$ cat src/rtl/sync_fifo.sv
// Synchronous FIFO with registered "can push" flag; DEPTH must be a power of two.
// Pushes while full and pops while empty are ignored.
module sync_fifo #(
    parameter int unsigned WIDTH = 8,
    parameter int unsigned DEPTH = 16
) (
    input  logic             clk,
    input  logic             rst_n,
    input  logic             clr,
    input  logic             push,
    input  logic             pop,
    input  logic [WIDTH-1:0] wdata,
    output logic [WIDTH-1:0] rdata,
    output logic             full,
    output logic             empty,
    output logic             can_push
);
    localparam int unsigned AW = (DEPTH > 1) ? $clog2(DEPTH) : 1;
    localparam logic [AW:0] DEPTH_CNT = (AW + 1)'(DEPTH);

    logic [WIDTH-1:0] mem_q [DEPTH];
    logic [AW-1:0]    wr_ptr_q, rd_ptr_q;
    logic [AW:0]      count_q, count_d;
    logic             can_push_q;
    logic             do_push, do_pop;

    assign full     = (count_q == DEPTH_CNT);
    assign empty    = (count_q == '0);
    assign do_push  = push && !full;
    assign do_pop   = pop && !empty;
    assign rdata    = mem_q[rd_ptr_q];
    assign can_push = can_push_q;

    // Next occupancy; clear wins over any push/pop.
    always_comb begin
        count_d = count_q;
        if (clr) begin
            count_d = '0;
        end else if (do_push && !do_pop) begin
            count_d = count_q + 1'b1;
        end else if (!do_push && do_pop) begin
            count_d = count_q - 1'b1;
        end
    end

    // Pointers, occupancy and the registered ready flag (low while in reset).
    always_ff @(posedge clk or negedge rst_n) begin
        if (!rst_n) begin
            wr_ptr_q   <= '0;
            rd_ptr_q   <= '0;
            count_q    <= '0;
            can_push_q <= 1'b0;
        end else begin
            count_q    <= count_d;
            can_push_q <= (count_d != DEPTH_CNT);
            if (clr) begin
                wr_ptr_q <= '0;
                rd_ptr_q <= '0;
            end else begin
                if (do_push) wr_ptr_q <= wr_ptr_q + 1'b1;
                if (do_pop)  rd_ptr_q <= rd_ptr_q + 1'b1;
            end
        end
    end

    // Storage array; contents need no reset.
    always_ff @(posedge clk) begin
        if (do_push && !clr) begin
            mem_q[wr_ptr_q] <= wdata;
        end
    end

endmodule

$ cat config.mk
export PLATFORM = sky130hd
export DESIGN_NAME = sync_fifo
export DESIGN_NICKNAME = d
export VERILOG_FILES = /design/src/rtl/sync_fifo.sv
export SDC_FILE = /design/constraint.sdc
export NUM_CORES = 1
export LEC_CHECK = 0
export BUFFER_PORTS_ARGS = -buffer_cell sky130_fd_sc_hd__buf_2
export CAP_MARGIN = 20
export CORE_AREA = 5 5 91 127
export CTS_CLUSTER_DIAMETER = 60
export DETAILED_ROUTE_END_ITERATION = 12
export DIE_AREA = 0 0 96 132
export GPL_TIMING_DRIVEN = 0
export PLACE_DENSITY = 0.81
export SKIP_CTS_REPAIR_TIMING = 1
export SYNTH_ARGS = -nofsm -noshare
export SYNTH_HDL_FRONTEND = slang
export SYNTH_SLANG_ARGS = --single-unit
$ cat constraint.sdc
create_clock -name clk -period 7.3 [get_ports clk]
set_input_delay 1.46 -clock clk [delete_from_list [all_inputs] [get_ports clk]]
set_output_delay 1.46 -clock clk [all_outputs]
set_load 0.005 [all_outputs]
Yosys cells after proc, flatten, opt, wreduce, memory -nomap -nowiden

Memories as Yosys holds them, arrays and structs flattened.
Index checks and enable logic that the tools add are counted.

Flip-flop bits (word level): 14
Bits in writable memories: 128
Input bits: 13
Output and inout bits: 11
Memories kept: 1

Memory list:

| memory | depth | width | rd ports | clocked after Yosys merged registers in | wr ports | line | source |
|---|---|---|---|---|---|---|---|
| mem_q  | 16    | 8     | 1        | 0                                       | 1        | 21   | `logic [WIDTH-1:0] mem_q [DEPTH];` |

Add/subtract/negate cells: 4
Equality and inequality tests: 2
Muxes and demuxes: 9
Reduce and logical (&&, ||, !) cells: 13

Operators with widths:

| cell                  | number |
|---|---|
| $mux W4               | 4 |
| $mux W5               | 3 |
| $add A4 B1 Y4 const B | 2 |
| $add A5 B1 Y5 const B | 1 |
| $eq A5 B5 Y1 const B  | 1 |
| $logic_and A1 B1 Y1   | 5 |
| $logic_not A1 Y1      | 5 |
| $logic_not A5 Y1      | 1 |
| $ne A5 B5 Y1 const B  | 1 |
| $sub A5 B1 Y5 const B | 1 |
| $reduce_bool A2 Y1    | 2 |
| $mux W1               | 2 |

Depth between registers and ports, before layout

Gate-level depths: netlist of run 1.

Depth after elaboration: 9
Mapped depth: 7
Mapped depth without buffers: 7

Worst setup path before layout of run 1

No wires, ideal clock.

Path type: input to register
From: input push
To: memory mem_q[0][0], enable pin
Library setup time: 0.383 ns
Data arrival time: 2.827 ns
Path slack: 4.090 ns
Stages: 5
Buffers on the path: 1
Path through: buf_2 inv_1 a211oi_1 nand2_1 nor3_1

Word-level cells in the longest chain between the ends: 4

Ends and longest elaborated chain:

| element                       | line | source |
|---|---|---|
| start, declared               | 10   | `input logic push,` |
| $logic_and A1 B1 Y1           | 29   | `assign do_push = push && !full;` |
| $logic_and A1 B1 Y1           | 68   | `if (do_push && !clr) begin` |
| $mux W1                       | 68   |  |
| $mux W1 (not written as such) | 69   | `mem_q[wr_ptr_q] <= wdata;` |
| end, declared                 | 21   |  |

No other way between the ends.

Final worst setup path of run 1

From: register rd_ptr_q[1]
To: output rdata[5]

Word-level cells in the longest chain between the ends: 1

Ends and longest elaborated chain:

| element                | line | source |
|---|---|---|
| start, declared        | 22   | `logic [AW-1:0] wr_ptr_q, rd_ptr_q;` |
| start signal, assigned | 61   | `if (do_pop) rd_ptr_q <= rd_ptr_q + 1'b1;` |
| $mem_v2 Z16 W8         | -    |  |
| end, declared          | 13   | `output logic [WIDTH-1:0] rdata,` |

No other way between the ends.

==> flow_metrics.env, run 1 <==
export IMPL_ioPinCount=24
export IMPL_power_mw=2.13
export IMPL_syn_area_um2=5990
export IMPL_grt_pass1_vias=3121
export IMPL_ant_nets=0
export IMPL_tns_ns=0
export IMPL_cp_num_buf_inv=3
export IMPL_ys_warn_count=0
export IMPL_dp_cells=465
export IMPL_drv_cap=0
export IMPL_via_per_inst=6.11
export IMPL_ys_top_cells_by_area="edfxtp_1 64%, mux4_1 13%, dfrtp_1 5.9%"
export IMPL_initial_core_util_pct=58.5
export IMPL_synth_edf_count=128
export IMPL_setup_violations=0
export IMPL_root_buffer="clkbuf_16"
export IMPL_vias=3019
export IMPL_finalHoldViolCount=0
export IMPL_async_flop_share_pct=9.86
export IMPL_irDropWorstVdd_mv=0.203
export IMPL_antenna_cells=0
export IMPL_clk_pin_slew_ns=0.06
export IMPL_cp_top_family="buffers and inverters"
export IMPL_fillers=697
export IMPL_cts_max_level=4
export IMPL_yosysTopAreaCell="edfxtp_1"
export IMPL_avgSynthCellArea_um2=20.0
export IMPL_timing_hold_ws_ns=0.644
export IMPL_nets=366
export IMPL_drt_wirelength_per_cell_um=23.6
export IMPL_routed_wl_um=11700
export IMPL_synth_distinct_cells=42
export IMPL_start_kind="register"
export IMPL_fp_dieW_um=96
export IMPL_yosysSeqAreaShare_pct=70.1
export IMPL_clk_insertion_delay_late_ns=0.41
export IMPL_dr_pass1_iters=4
export IMPL_cp_cell_sequence="clkbuf_1, clkbuf_1, mux4_1, mux4_2, buf_2"
export IMPL_gp_congestion=0.800
export IMPL_rsz0062_at_grt="false"
export IMPL_post_route_period_util_pct=57.1
export IMPL_power_leakage_nw=2.32
export IMPL_core_region_area_um2=10200
export IMPL_synthesis_nets=320
export IMPL_crit_arrival_ns=2.71
export IMPL_cts_buffers=17
export IMPL_drive_gt1_share_pct=22.5
export IMPL_path_class="reg2out"
export IMPL_antenna_found_initial=0
export IMPL_min_period_ns=4.17
export IMPL_io_buffers=23
export IMPL_path_common_cell="clkbuf_1"
export IMPL_num_rows=44
export IMPL_cts_sinks=142
export IMPL_first_iter_violations=272
export IMPL_synth_flop_cell="edfxtp_1"
export IMPL_drc=0
export IMPL_detailed_place_hpwl_um=7770
export IMPL_die_height_um=132
export IMPL_cp_max_fo=10
export IMPL_end_kind="output port"
export IMPL_grt_overflow_total=0
export IMPL_area_growth_pct=14.1
export IMPL_synth_seq_cells=142
export IMPL_slew_violations=0
export IMPL_timing_fmax_ghz=0.240
export IMPL_wl_met2_um=6130
export IMPL_met3_length_um=746
export IMPL_groute_usage_overall_pct=20.1
export IMPL_synth_cells=300
export IMPL_top_layer_used="met4"
export IMPL_cp_slowest_cell="clkbuf_1"
export IMPL_grt_start_max_net_pins=17
export IMPL_p_per_area_nw_per_um2=312
export IMPL_outcome="complete, no violations"
export IMPL_grt_pass1_wl_um=17900
export IMPL_wl_met1_um=4440
export IMPL_dieArea_um2=12700
export IMPL_cts_buffer_depth=2
export IMPL_cp_required_ns=5.84
export IMPL_fin_skew_ns=0.00555
export IMPL_relSlewSlack_pct=28.2
export IMPL_tritoncts="yes"
export IMPL_max_stage_delay_ns=0.54
export IMPL_worst_pin_slew_ns=1.07
export IMPL_hp_class="reg2reg"
export IMPL_synth_top_cell_area_share_pct=64.2
export IMPL_fin_cells=494
-- worst paths after layout --
| kind | endpoint | start | slack, ns | depth (start not counted) |
|---|---|---|---|---|
| min in group asynchronous | rd_ptr_q[3] | rst_n | 0.95 | 1 |
| max in group asynchronous | wr_ptr_q[1] | rst_n | 6.11 | 1 |
| worst max register to register | mem_q[3][3] | count_q[1] | 4.26 | 7 |
| worst max-delay path | rdata[5] | rd_ptr_q[1] | 3.13 | 5 |
| worst min register to register | rd_ptr_q[1] | rd_ptr_q[1] | 0.64 | 3 |
| worst min-delay path | rd_ptr_q[1] | rd_ptr_q[1] | 0.64 | 3 |
-- cells in the mapped netlist, drive strengths merged, types with 2 or more instances --
master / n
nand4: 3
nand2b: 2
a21oi: 6
xor2: 5
o21ai: 2
dfrtp: 14
clkbuf: 7
inv: 7
or3b: 2
a211oi: 2
xnor2: 3
and3b: 2
buf: 9
nor2: 26
mux2i: 4
ha: 7
nor3: 4
mux4: 40
nand2: 10
nor2b: 2
edfxtp: 128
a2111oi: 2
-- cells in the final DEF, fill, tap and decap left out, types with 2 or more instances in the layout --
| cell | count |
|---|---|
| a211oi_1 | 2 |
| a21oi_1 | 6 |
| and3b_1 | 2 |
| buf_2 | 26 |
| buf_4 | 5 |
| buf_6 | 3 |
| clkbuf_1 | 8 |
| clkbuf_16 | 17 |
| clkinv_2 | 4 |
| clkinvlp_4 | 4 |
| dfrtp_1 | 14 |
| edfxtp_1 | 128 |
| ha_1 | 7 |
| inv_1 | 7 |
| mux2i_1 | 4 |
| mux4_1 | 30 |
| mux4_2 | 10 |
| nand2_1 | 10 |
| nand2b_1 | 2 |
| nand4_1 | 3 |
| nor2_1 | 26 |
| nor2b_1 | 2 |
| nor3_1 | 4 |
| o21ai_0 | 2 |
| xnor2_1 | 3 |
| xor2_1 | 5 |
-- tightest hold or removal path: stages, from the launching register on --
cell     delay [ns]
dfrtp_1        0.34
ha_1           0.12
mux2i_1        0.06
nor2_1         0.08
-- state kept, by name, indices dropped and copies added, names as in the netlist --
register  cells
count_q       5
rd_ptr_q      4
can_push      1
wr_ptr_q      4
mem_q       128
-- area by class of cell --
| cell class | instances | area, um2 | area share (%) |
|---|---|---|---|
| multi-input combinational | 135 | 1660 | 24.4 |
| clock buffer | 18 | 429 | 6.28 |
| buffer | 16 | 101 | 1.48 |
| inverter | 7 | 26.3 | 0.385 |
| sequential | 142 | 4190 | 61.4 |
| clock inverter | 11 | 97.6 | 1.43 |
| timing repair buffer | 27 | 145 | 2.12 |
| tap | 138 | 173 | 2.53 |
-- kinds of logic (layout without fill, tap and decap cells) --
kind of cell    after synthesis  after routing  share of synthesized area [%]
xor+xnor                      8              8                           1.17
compound gates               18             18                           2.49
flops                       142            142                           70.1
mux                          44             44                           17.6
fa+ha+maj                     7              7                           1.46
buf+inv                      23             79                           2.13
simple gates                 58             58                           5.08
-- through the flow --
step / cell area, um2 / setup WS [ns] / util, %
finish: 6830 / 3.13 / 66.7
CTS: 6830 / 3.08 / 66.7
floorplan: 5990 / 4.09 / -
global route: 6830 / 3.01 / 66.7
detailed placement: 6300 / 3.47 / 61.6
global placement: 6270 / 3.25 / 61.3
-- where the power goes --
group / internal, mW / switching [mW] / leakage [nW] / total (mW)
Combinational: 0.229 / 0.211 / 0.730 / 0.441
Sequential: 0.904 / 0.0199 / 1.34 / 0.924
Clock: 0.460 / 0.305 / 0.250 / 0.765
-- layer usage --
| layer | vias to the layer above | global-route usage [%] |
|---|---|---|
| li1 | 1333 | - |
| met1 | 1543 | 25.4 |
| met2 | 122 | 32.7 |
| met3 | 21 | 4.68 |
| met4 | 0 | 9.18 |
| met5 | - | 0 |
Power figures use the tool's default switching activity.
==> inputs of run 2 (changes only) <==
--- a/config.mk
+++ b/config.mk
@@ -5,12 +5,13 @@
 export SDC_FILE = /design/constraint.sdc
 export NUM_CORES = 1
 export LEC_CHECK = 0
+export ABC_AREA = 1
 export BUFFER_PORTS_ARGS = -buffer_cell sky130_fd_sc_hd__buf_2
 export CAP_MARGIN = 20
-export CORE_AREA = 5 5 91 127
+export CORE_AREA = 5 5 91 126
 export CTS_CLUSTER_DIAMETER = 60
 export DETAILED_ROUTE_END_ITERATION = 12
-export DIE_AREA = 0 0 96 132
+export DIE_AREA = 0 0 96 131
 export GPL_TIMING_DRIVEN = 0
 export PLACE_DENSITY = 0.81
 export SKIP_CTS_REPAIR_TIMING = 1
==> constraint.sdc (replaced) <==
create_clock -name clk -period 3.95 [get_ports clk]
set_input_delay 0.79 -clock clk [delete_from_list [all_inputs] [get_ports clk]]
set_output_delay 0.79 -clock clk [all_outputs]
set_load 0.005 [all_outputs]
==> run 2 against run 1 <==
  * Synthesized area fell by 0.77%
  * Clock skew barely moved
  * Setup slack got worse by 2.4 ns
  * Cell area barely moved
  * Cell count rose by 38%
  * Power rose by 92%
  * Sequential share of layout area barely moved
  * Combinational power rose by 97%
  * Hold slack got worse by 0.39 ns
  * Sequential cell count did not move
  * Clock-buffer cell count did not move
  * Routed wire length rose by 31%
  * Critical path type unchanged
  * Critical endpoint is now rdata[2]
  * Largest cell class unchanged
  * Largest power group unchanged
==> flow_metrics.env, run 2 <==
export IMPL_synth_cells=484
export IMPL_hp_class="in2async"
export IMPL_regMostFlops="mem_q"
export IMPL_syn_area_um2=5940
export IMPL_cts_buffers=17
export IMPL_post_route_period_util_pct=82.6
export IMPL_cts_sinks=142
export IMPL_cp_cell_sequence="inv_1, clkbuf_1, o21ai_0, o221ai_1, nand3_1, nand2_1, buf_2"
export IMPL_antenna_found_initial=0
export IMPL_setup_violations=0
export IMPL_relSlewSlack_pct=34.8
export IMPL_vias=4285
export IMPL_detailed_place_hpwl_um=10200
export IMPL_gp_congestion=0.917
export IMPL_cp_top_family="buffers and inverters"
export IMPL_yosysTopAreaCell="edfxtp_1"
export IMPL_cts_buffer_depth=2
export IMPL_timing_fmax_ghz=0.307
export IMPL_tns_ns=0
export IMPL_num_rows=44
export IMPL_cp_max_fo=10
export IMPL_fin_skew_ns=0.00534
export IMPL_p_comb_share_pct=21.3
export IMPL_yosysMostFrequentCell="edfxtp_1"
export IMPL_largest_register_ffs=128
export IMPL_ys_warn_count=0
export IMPL_drv_cap=0
export IMPL_dieArea_um2=12600
export IMPL_first_iter_violations=526
export IMPL_grt_pass1_vias=4282
export IMPL_routed_wl_um=15300
export IMPL_synth_flop_cell="edfxtp_1"
export IMPL_dr_pass1_iters=5
export IMPL_clk_insertion_delay_late_ns=0.42
export IMPL_synthesis_nets=504
export IMPL_final_core_util_pct=66.7
export IMPL_cp_slowest_cell="dfrtp_1"
export IMPL_power_leakage_nw=2.45
export IMPL_seqPwrFrac_pct=42.0
export IMPL_cp_num_buf_inv=3
export IMPL_ff_latch_area_um2=4190
export IMPL_final_common_cell="edfxtp_1"
export IMPL_clkPwrFrac_pct=36.7
export IMPL_die_height_um=131
export IMPL_synth_top_cell_area_share_pct=64.7
export IMPL_internal_power_mw=2.85
export IMPL_outcome="complete, no violations"
export IMPL_finalHoldViolCount=0
export IMPL_synth_edf_count=128
export IMPL_area_growth_pct=14.9
export IMPL_avgSynthCellArea_um2=12.3
export IMPL_rsz0062_at_grt="false"
export IMPL_fp_dieW_um=96
export IMPL_swShare_pct=30.2
export IMPL_grt_start_max_net_pins=17
export IMPL_nets=553
export IMPL_grt_overflow_total=0
export IMPL_antenna_cells=0
export IMPL_final_cell_mix="128 x edfxtp_1, 79 x nor2_1, 69 x o21ai_0, 38 x nand2_1, 33 x buf_2"
export IMPL_ant_nets=0
export IMPL_start_kind="register"
export IMPL_end_kind="output port"
export IMPL_fillers=752
export IMPL_multi_input_area_um2=1510
export IMPL_crit_arrival_ns=2.47
export IMPL_cp_required_ns=3.16
export IMPL_worst_pin_slew_ns=0.975
export IMPL_p_per_area_nw_per_um2=599
export IMPL_via_per_inst=6.26
export IMPL_yosysSeqAreaShare_pct=70.6
export IMPL_root_buffer="clkbuf_16"
export IMPL_drt_wirelength_per_cell_um=22.3
export IMPL_ys_top_cells_by_area="edfxtp_1 65%, dfrtp_1 5.9%, o21ai_0 5.8%"
export IMPL_ioPinCount=24
export IMPL_io_buffers=22
export IMPL_min_period_ns=3.26
export IMPL_synth_distinct_cells=27
export IMPL_core_region_area_um2=10200
export IMPL_cts_max_level=4
export IMPL_synth_seq_cells=142
export IMPL_grt_pass1_wl_um=23700
export IMPL_initial_core_util_pct=58.0
export IMPL_groute_usage_overall_pct=26.5
export IMPL_path_class="reg2out"
export IMPL_slew_violations=0
export IMPL_async_flop_share_pct=9.86
export IMPL_drive_gt1_share_pct=13.9
export IMPL_drc=0
export IMPL_largestRegisters="mem_q x128, count_q x5"
export IMPL_tritoncts="yes"
export IMPL_netlist_top_cells_count="128 x edfxtp_1, 79 x nor2_1, 69 x o21ai_0"
export IMPL_p_switching_mw=1.23
export IMPL_clk_pin_slew_ns=0.06
export IMPL_max_stage_delay_ns=0.52
export IMPL_irDropWorstVdd_mv=0.360
## run 2: cell types whose count changed after synthesis, sizes merged, moves of 4 or more
cell	delta
nand3	+31
mux2i	-4
inv	+21
o211ai	+7
o21ai	+67
nor2	+54
mux4	-40
clkbuf	+8
o221ai	+23
xor2	-4
o22ai	+8
nor3	+7
nand2	+31
## run 2: cell type report
cell class | instances | area share [%]
sequential | 142 | 61.4
clock inverter | 14 | 1.83
clock buffer | 18 | 6.29
tap | 138 | 2.53
buffer | 26 | 1.78
timing repair buffer | 30 | 2.35
multi-input combinational | 286 | 22.1
inverter | 30 | 1.72
## run 2: worst paths after layout
kind | from | end | slack (ns) | cells after the start
max reg2reg | count_q[0] | mem_q[13][2] | 1.28 | 8
min | rst_n | count_q[4] | 0.26 | 1
max in group asynchronous | rst_n | count_q[1] | 3.45 | 1
max | rd_ptr_q[1] | rdata[2] | 0.69 | 7
min in group clk | wr_ptr_q[2] | wr_ptr_q[2] | 0.63 | 2
min reg2reg | wr_ptr_q[2] | wr_ptr_q[2] | 0.63 | 2
## run 2: worst register-to-register path, delay by kind of cell, from the launching register on
family	cells	cell delay [ns]
flops	1	0.41
buf+inv	3	0.52
simple gates	4	1.18
fa+ha+maj	1	0.27
## run 2: kinds of logic (layout without fill, tap and decap cells)
| logic type | Yosys count | in the layout | share of synthesized area, % |
|---|---|---|---|
| AND/OR/NAND/NOR | 164 | 164 | 12.0 |
| flip-flops | 142 | 142 | 70.6 |
| AO/OA/AOI/OAI | 114 | 114 | 11.7 |
| buffers and inverters | 56 | 118 | 4.02 |
| adder cells (fa/ha/maj) | 7 | 7 | 1.47 |
| XOR/XNOR | 1 | 1 | 0.147 |
## run 2: power groups by stage
stage | clock network (mW) | registers (mW) | logic [mW]
final | 1.50 | 1.72 | 0.870
after global routing | 1.58 | 1.72 | 0.944
after CTS | 1.49 | 1.72 | 0.864
after detailed placement | 0 | 1.75 | 0.856
after global placement | 0 | 1.74 | 0.814
after floorplan | 0 | 1.73 | 0.520
## run 2: metal layers
metal / global-route usage [%] / vias up / routed length (um)
met5: 0 / - / 0
met4: 11.6 / 0 / 608
li1: - / 1873 / -
met2: 45.4 / 261 / 8010
met1: 31.0 / 2096 / 5350
met3: 7.16 / 55 / 1310
## run 2: metrics by stage
stage	cells	instance area (um2)	setup slack [ns]	power [mW]	hold slack, ns
final	684	6830	0.689	4.09	0.257
after global placement	644	6220	1.13	2.56	0.597
after CTS	684	6830	0.735	4.07	0.265
after floorplan	484	5940	1.74	2.25	0.494
after detailed placement	652	6270	1.19	2.60	0.612
after global routing	684	6830	0.553	4.25	0.265
